**src/rtl/uart_rx_frame_ctrl.sv**
```systemverilog
// Frames the receiver byte stream (SYNC, CMD, LEN, payload, CHK) into command packets,
// writing payload bytes to an external buffer and pulsing per-frame status.
module uart_rx_frame_ctrl #(
    parameter logic [7:0] SYNC_BYTE      = 8'hA5,
    parameter int         MAX_LEN        = 16,
    parameter int         ADDR_W         = 4,
    parameter int         TIMEOUT_CYCLES = 500000
) (
    input  logic              clk,
    input  logic              nrst,
    input  logic [7:0]        rx_data,
    input  logic              rx_ready,
    output logic              buf_we,
    output logic [ADDR_W-1:0] buf_addr,
    output logic [7:0]        buf_wdata,
    output logic              pkt_valid,
    output logic [7:0]        pkt_cmd,
    output logic [7:0]        pkt_len,
    output logic              err_chk,
    output logic              err_len,
    output logic              err_timeout,
    output logic              busy
);
    localparam int TW = $clog2(TIMEOUT_CYCLES + 1);

    typedef enum logic [2:0] {HUNT, CMD, LEN, PAYLOAD, CHK} state_t;

    state_t            state, state_n;
    logic              rx_ready_q;
    logic              rx_stb;
    logic [7:0]        cmd_r, cmd_n;
    logic [7:0]        len_r, len_n;
    logic [ADDR_W:0]   cnt, cnt_n;
    logic [7:0]        chk, chk_n;
    logic [TW-1:0]     tmo, tmo_n;
    logic              we_n, pv_n, ec_n, el_n, et_n;
    logic [ADDR_W-1:0] addr_n;
    logic [7:0]        wdata_n, pcmd_n, plen_n;

    assign rx_stb = rx_ready & ~rx_ready_q;
    assign busy   = (state != HUNT);

    always_comb begin
        state_n = state;
        cmd_n   = cmd_r;
        len_n   = len_r;
        cnt_n   = cnt;
        chk_n   = chk;
        we_n    = 1'b0;
        addr_n  = buf_addr;
        wdata_n = buf_wdata;
        pv_n    = 1'b0;
        pcmd_n  = pkt_cmd;
        plen_n  = pkt_len;
        ec_n    = 1'b0;
        el_n    = 1'b0;
        et_n    = 1'b0;
        tmo_n   = (rx_stb || state == HUNT) ? '0 : tmo + 1'b1;

        if (rx_stb) begin
            case (state)
                HUNT: begin
                    if (rx_data == SYNC_BYTE) begin
                        state_n = CMD;
                        chk_n   = 8'h00;
                    end
                end
                CMD: begin
                    cmd_n   = rx_data;
                    chk_n   = rx_data;
                    state_n = LEN;
                end
                LEN: begin
                    // LEN=0 is latched too so a zero-length packet reports pkt_len=0
                    len_n = rx_data;
                    cnt_n = '0;
                    if (int'(rx_data) > MAX_LEN) begin
                        el_n    = 1'b1;
                        state_n = HUNT;
                    end else if (rx_data == 8'h00) begin
                        state_n = CHK;
                    end else begin
                        chk_n   = chk ^ rx_data;
                        state_n = PAYLOAD;
                    end
                end
                PAYLOAD: begin
                    we_n    = 1'b1;
                    addr_n  = cnt[ADDR_W-1:0];
                    wdata_n = rx_data;
                    chk_n   = chk ^ rx_data;
                    cnt_n   = cnt + 1'b1;
                    if (int'(cnt) == int'(len_r) - 1)
                        state_n = CHK;
                end
                CHK: begin
                    if (rx_data == chk) begin
                        pv_n   = 1'b1;
                        pcmd_n = cmd_r;
                        plen_n = len_r;
                    end else begin
                        ec_n = 1'b1;
                    end
                    state_n = HUNT;
                end
                default: state_n = HUNT;
            endcase
        end else if (state != HUNT && tmo == TW'(TIMEOUT_CYCLES - 1)) begin
            et_n    = 1'b1;
            state_n = HUNT;
        end
    end

    always_ff @(posedge clk) begin
        if (!nrst) begin
            state       <= HUNT;
            rx_ready_q  <= 1'b1;
            cmd_r       <= '0;
            len_r       <= '0;
            cnt         <= '0;
            chk         <= '0;
            tmo         <= '0;
            buf_we      <= 1'b0;
            buf_addr    <= '0;
            buf_wdata   <= '0;
            pkt_valid   <= 1'b0;
            pkt_cmd     <= '0;
            pkt_len     <= '0;
            err_chk     <= 1'b0;
            err_len     <= 1'b0;
            err_timeout <= 1'b0;
        end else begin
            state       <= state_n;
            rx_ready_q  <= rx_ready;
            cmd_r       <= cmd_n;
            len_r       <= len_n;
            cnt         <= cnt_n;
            chk         <= chk_n;
            tmo         <= tmo_n;
            buf_we      <= we_n;
            buf_addr    <= addr_n;
            buf_wdata   <= wdata_n;
            pkt_valid   <= pv_n;
            pkt_cmd     <= pcmd_n;
            pkt_len     <= plen_n;
            err_chk     <= ec_n;
            err_len     <= el_n;
            err_timeout <= et_n;
        end
    end
endmodule

```
**config.mk**
```make
export PLATFORM = sky130hd
export DESIGN_NAME = uart_rx_frame_ctrl
export DESIGN_NICKNAME = d
export VERILOG_FILES = /design/src/rtl/uart_rx_frame_ctrl.sv
export SDC_FILE = /design/constraint.sdc
export NUM_CORES = 1
export LEC_CHECK = 0
export CORE_MARGIN = 2
export CORE_UTILIZATION = 50
export DETAILED_ROUTE_END_ITERATION = 16
export PLACE_DENSITY_LB_ADDON = 0.12
export SLEW_MARGIN = 15
export SYNTH_ARGS = -nofsm -noshare
export SYNTH_HDL_FRONTEND = slang
export SYNTH_SLANG_ARGS = --single-unit
export TNS_END_PERCENT = 100
```
**constraint.sdc**
```tcl
create_clock -name clk -period 2.4 [get_ports clk]
set_input_delay 0.6 -clock clk [delete_from_list [all_inputs] [get_ports clk]]
set_output_delay 0.6 -clock clk [all_outputs]
set_load 0.01 [all_outputs]
```
==> flow_metrics.env <==
export IMPL_sw_frac_of_total_pct=24.0
export IMPL_clock_path_buffers=2
export IMPL_detail_route_wirelength_um=8960
export IMPL_area_growth_pct=24.8
export IMPL_cts_hold_fix_buffers=0
export IMPL_postSynthRegisterBits=85
export IMPL_postSynth_asyncResetShare_pct=0
export IMPL_synthCells=450
export IMPL_yosysTopAreaCellShare_pct=44.2
export IMPL_period_minus_slack_ns=2.35
export IMPL_hpwl_um=6250
export IMPL_report_final_setup_viol=0
export IMPL_top_count_cell_post_synth="sky130_fd_sc_hd__dfxtp_1"
export IMPL_remaining_drc_errors=0
export IMPL_tritoncts_num_buffers=9
export IMPL_antenna_found_initial=0
export IMPL_fp_coreArea_um2=7610
export IMPL_worst_setup_path_end_kind="flop"
export IMPL_combPwrFrac_pct=4.2
export IMPL_power_leakage_uw=0.00169
export IMPL_die_area_um2=8420
export IMPL_worstSetupPathType="in2reg"
export IMPL_rsz_0062_raised_after_global_routing="yes"
export IMPL_avgSynthCellArea_um2=8.56
export IMPL_power_share_sequential_pct=55.2
export IMPL_grt_first_pass_wirelength_um=14800
export IMPL_setup_ws_ns=0.0466
export IMPL_ctsHtreeMaxLevel=3
export IMPL_finalMaxSlewViolations=0
export IMPL_critical_path_max_stage_delay_ns=0.58
export IMPL_design_final_nets=525
export IMPL_pwr_density_cell_nw_per_um2=532
export IMPL_io_pin_count=45
export IMPL_initial_core_util_pct=50.6
export IMPL_drtIter0Drc=90
export IMPL_vias_after_detailed_routing=3371
export IMPL_gp_congestion=0.791
export IMPL_timing_final_crit_share_pct=98.1
export IMPL_largest_net_degree_at_the_start_of_global_routing=47
export IMPL_timing_setup_tns_ns=0
export IMPL_critical_path_required_ns=2.65
export IMPL_overflow=0
export IMPL_track_usage_pct=21.9
export IMPL_dieHeight_um=91.8
export IMPL_seq_area_frac_synth_pct=44.2
export IMPL_first_global_vias=3070
export IMPL_mappedNetlistNets=464
export IMPL_worst_setup_path_start_kind="input port"
export IMPL_final_hold_viol_count=0
export IMPL_yosysUniqueCellTypes=51
export IMPL_clock_fmax_mhz=425
export IMPL_clkSlewWorstSetupHoldPaths_ns=0.09
export IMPL_detail_route_vias_per_cell=5.45
export IMPL_predominant_post_synthesis_flop_cell="sky130_fd_sc_hd__dfxtp_1"
export IMPL_number_of_flops_mapped_to_enable_cells_by_yosys=0
export IMPL_first_pass_iters=4
export IMPL_detail_route_antenna_nets=0
export IMPL_clock_latency_ns=0.37
export IMPL_die_outline_width_um=91.8
export IMPL_cts_sink_count=85
export IMPL_cts_root_cell="sky130_fd_sc_hd__clkbuf_8"
export IMPL_cap_violations=0
export IMPL_relSlewSlack_pct=69.2
export IMPL_p_switching_uw=613
export IMPL_tritoncts="done"
export IMPL_route_detailed_wl_per_inst_um=14.5
export IMPL_post_cts_setup_buffers=0
export IMPL_clock_power_share_pct=40.7
export IMPL_worst_ir_drop_vdd_uv=361
export IMPL_mappedNetlistArea_um2=3850
export IMPL_number_of_warnings_printed_during_yosys_synthesis=0
export IMPL_synth_cells_most_frequent="sky130_fd_sc_hd__dfxtp_1, sky130_fd_sc_hd__nor2_1, sky130_fd_sc_hd__nand2_1, sky130_fd_sc_hd__a21oi_1, sky130_fd_sc_hd__mux2i_1"
export IMPL_yosys_top_cells_area="sky130_fd_sc_hd__dfxtp_1, sky130_fd_sc_hd__mux2i_1, sky130_fd_sc_hd__nor2_1"
export IMPL_place_ws_ns=-0.468
export IMPL_placement_io_buffers=44
export IMPL_worst_clock_skew_ns=0.00884
export IMPL_detailed_place_area_um2=4570
export IMPL_cp_slowest_cell="sky130_fd_sc_hd__or4b_1"
export IMPL_min_path_type="reg2reg"
export IMPL_tightestPinTransition_ns=0.462
export IMPL_final_cell_area_um2=4810
export IMPL_timing_critical_path_cells="clkdlybuf4s50_1 -> buf_4 -> or4b_1 -> nor3_4 -> a311oi_2 -> o311ai_0 -> o21ai_1"
export IMPL_floorplan_rows=32
export IMPL_internal_power_uw=1940
export IMPL_antenna_cells_inserted=0
export IMPL_run_status="complete, no violations"
export IMPL_final_layout_size_suffix_gt1_share_pct=13.6
export IMPL_worstPathArrival_ns=2.60
export IMPL_worst_path_max_fanout=7
export IMPL_yosys_area_top_type="sky130_fd_sc_hd__dfxtp_1"
## kinds of logic after synthesis
logic type | count (synthesis) | share of synthesized area, %
buf+inv | 43 | 5.07
xor+xnor | 26 | 5.91
mux | 28 | 7.28
simple gates | 180 | 23.0
compound gates | 85 | 13.6
fa+ha+maj | 3 | 0.974
flops | 85 | 44.2
## power groups by stage
stage / clock, µW / combinational [µW] / sequential [µW]
2_1_floorplan: 0 / 50.7 / 1440
3_3_place_gp: 0 / 102 / 1440
3_5_place_dp: 0 / 103 / 1440
4_1_cts: 1060 / 104 / 1410
5_1_grt: 1110 / 116 / 1410
6_report: 1040 / 107 / 1410
## worst paths after layout
path                            startpoint  slack (ns)  depth (start not counted)     endpoint
worst min register to register    cmd_r[3]        0.46                          2     cmd_r[3]
worst max register to register      tmo[0]        0.43                          4  err_timeout
worst max-delay path            rx_data[1]        0.05                          7       chk[6]
worst min-delay path              cmd_r[3]        0.46                          2     cmd_r[3]
## critical path: cells and delay by family
kind / cells / cell delay (ns)
compound gates: 3 / 0.58
buf+inv: 2 / 0.61
simple gates: 2 / 0.82
## what timing repair did
item,in CTS,in global routing
gates cloned,0,1
gates resized for setup,1,11
setup endpoints to repair,8,8
pin swaps,0,1
## cells in the final DEF, fill, tap and decap left out, types with 3 or more instances in the layout
cell type                         instances
sky130_fd_sc_hd__dfxtp_1                 85
sky130_fd_sc_hd__nor2_1                  64
sky130_fd_sc_hd__clkdlybuf4s50_1         44
sky130_fd_sc_hd__buf_4                   39
sky130_fd_sc_hd__nand2_1                 36
sky130_fd_sc_hd__a21oi_1                 28
sky130_fd_sc_hd__mux2i_1                 28
sky130_fd_sc_hd__o21ai_0                 27
sky130_fd_sc_hd__nand3_1                 19
sky130_fd_sc_hd__xnor2_1                 16
sky130_fd_sc_hd__xor2_1                   9
sky130_fd_sc_hd__clkbuf_8                 9
sky130_fd_sc_hd__nand2b_1                 8
sky130_fd_sc_hd__nor3_1                   8
sky130_fd_sc_hd__o21ai_1                  8
sky130_fd_sc_hd__nand4_1                  8
sky130_fd_sc_hd__or3_1                    6
sky130_fd_sc_hd__inv_1                    6
sky130_fd_sc_hd__o311ai_1                 6
sky130_fd_sc_hd__nor4_1                   4
sky130_fd_sc_hd__and2_1                   3
sky130_fd_sc_hd__nand4b_1                 3
sky130_fd_sc_hd__ha_1                     3
## stage by stage
step | utilization [%] | power, µW | hold WS, ns | instances
after floorplan | - | 1490 | 0.426 | 450
after global placement | 60.0 | 1550 | 0.442 | 601
after detailed placement | 60.0 | 1550 | 0.452 | 601
after CTS | 62.7 | 2570 | 0.463 | 617
after global routing | 63.2 | 2640 | 0.491 | 618
final | 63.2 | 2560 | 0.462 | 618
## registers in the layout, summed over array words and instances (netlist names)
| register | count |
|---|---|
| rx_ready_q | 1 |
| pkt_valid | 1 |
| tmo | 19 |
| err_chk | 1 |
| err_timeout | 1 |
| buf_wdata | 8 |
| chk | 8 |
| len_r | 8 |
| pkt_len | 8 |
| cnt | 5 |
| cmd_r | 8 |
| pkt_cmd | 8 |
| buf_addr | 4 |
| err_len | 1 |
| buf_we | 1 |
| state | 3 |
## final cells by class
cell class / count / area, µm²
Fill cell: 685 / 2800
Multi-Input combinational cell: 323 / 2000
Sequential cell: 85 / 1700
Timing Repair Buffer: 84 / 753
Tap cell: 102 / 128
Clock buffer: 9 / 124
Clock inverter: 7 / 73.8
Inverter: 8 / 30.0
## layer usage
metal	GRT usage [%]	share of wire, %	vias to the layer above
li1	-	-	1703
met1	30.2	47	1606
met2	34.8	48	50
met3	3.45	3.3	12
met4	7.84	1.7	0
met5	0	0	-
Note: power is estimated with default switching activity, not from simulation.
==> RTL change, RTL diff (same settings) <==
The parameter `MAX_LEN` goes from 16 to 8.
--- a/src/rtl/uart_rx_frame_ctrl.sv
+++ b/src/rtl/uart_rx_frame_ctrl.sv
@@ -2,7 +2,7 @@
 // writing payload bytes to an external buffer and pulsing per-frame status.
 module uart_rx_frame_ctrl #(
     parameter logic [7:0] SYNC_BYTE      = 8'hA5,
-    parameter int         MAX_LEN        = 16,
+    parameter int         MAX_LEN        = 8,
     parameter int         ADDR_W         = 4,
     parameter int         TIMEOUT_CYCLES = 500000
 ) (
Check against the original RTL: not equivalent (a bounded check fails within 10 cycles, from zero or initial values and one cycle with nrst low).
==> RTL change against the original RTL <==
  * Cell area fell by 0.65%
  * Area after synthesis decreased by 0.29%
  * Sequential cell count stayed put
  * Sequential power hardly changed
  * Cell count is the same
  * Setup slack better by 40 ps
  * Total power decreased by 4.3%
  * Wire length increased by 1.3%
  * Register-to-register slack worse by 150 ps
  * Critical path depth decreased by 5
  * Hold slack got worse by 5.5 ps
  * Clock power decreased by 11%
  * Global-route usage rose by 0.62 points
  * Critical path type is now register to primary output
  * Largest cell class unchanged
  * Highest routed layer unchanged
==> RTL change: results (changes against the original RTL) <==
Worst Skew 10.97 ps (+2.136 ps); Worst slew margin 62.15% (-7.0 points); worst r2r dst state[2]; global-route wire length before repair 15,190 µm (+2.3%); NumNets Final 528 (+0.57%); DR vias 3,406 (+1.0%); register area share after synthesis 44.30% (+0.13 points); post-DP HPWL 6352 µm (+1.6%); gr usage total 22.49% (+0.62 points); Hold Startpoint buf_wdata[1]; synth top area cells dfxtp_1, mux2i_1, nor2_1; Reg2Reg Setup Slack 280 ps (-150 ps); status finished, final reports clean; clock latency on the worst-skew pair 350 ps (-20 ps); Sw Ratio 22.52% (-1.5 points); worst r2r path cells 6 (+2); share of layout cells above drive strength 1 11.95% (-1.6 points); Max VDD drop 364.5 µV (+0.83%); hold endpoint buf_wdata[1]; Synth top cells by count dfxtp_1, nor2_1, nand2_1; post-synthesis cell type count 56 (+9.8%); final WL 9073 µm (+1.3%); CTS resizes 0 (-1); Area after DPL 4594 µm² (+0.58%); clk slew on worst S/H paths 70 ps (-20 ps); GPL Wtd Cong 0.8412 (+6.3%)
-- RTL change: cell types whose count changed after synthesis, moves of 4 or more --
cell      delta
nand3_1     +12
o21ai_0      -7
o311ai_0     -7
o311ai_1     +7
nand2_1      +6
xnor2_1      +5
nand2b_1     -4
-- RTL change: worst max-delay path: stages, from the launching register on --
cell and delay [ps]:
dfxtp_1 390, or3_1 450, clkdlybuf4s50_1 530
-- RTL change: worst max-delay path by stage --
stage	from	end
2_1_floorplan	rx_data[6]	chk[7]
5_1_grt	rx_data[2]	chk[5]
3_3_place_gp	rx_data[5]	chk[7]
6_report	state[2]	busy
4_1_cts	state[2]	busy
3_5_place_dp	rx_data[1]	pkt_cmd[0]
-- RTL change: layout make-up --
type	count	area [µm²]
clock buffer	13	158.9
clock inverter	3	18.77
fill	641	2552
inverter	8	30.03
multi-input combinational	325	1984
sequential	85	1702
tap	99	123.9
timing repair buffer	85	760.7
-- RTL change: cell families after synthesis --
logic type      share of synthesized area [%]
compound gates                          13.62
xor+xnor                                6.613
fa+ha+maj                              0.9773
buf+inv                                 4.495
flops                                   44.30
mux                                     6.515
simple gates                            23.49
-- RTL change: metal layers --
metal	vias to the layer above	global-route usage, %	wire (µm)
met5	-	0	0
met4	0	10.73	294
met3	25	5.341	288
met2	62	38.17	4470
met1	1610	26.67	4019
li1	1709	-	-
-- RTL change: per-stage QoR --
step | std cells | power (mW) | hold WS (ps) | worst slack, ps | TNS (ps)
2_1_floorplan | 450 | 1.496 | 430.2 | 4.696 | 0
3_3_place_gp | 602 | 1.554 | 442.5 | -167.3 | -3127
3_5_place_dp | 602 | 1.554 | 452.4 | -219.2 | -4697
4_1_cts | 618 | 2.473 | 462.6 | 87.01 | 0
5_1_grt | 618 | 2.531 | 477.4 | 7.200 | 0
6_report | 618 | 2.447 | 456.9 | 86.76 | 0
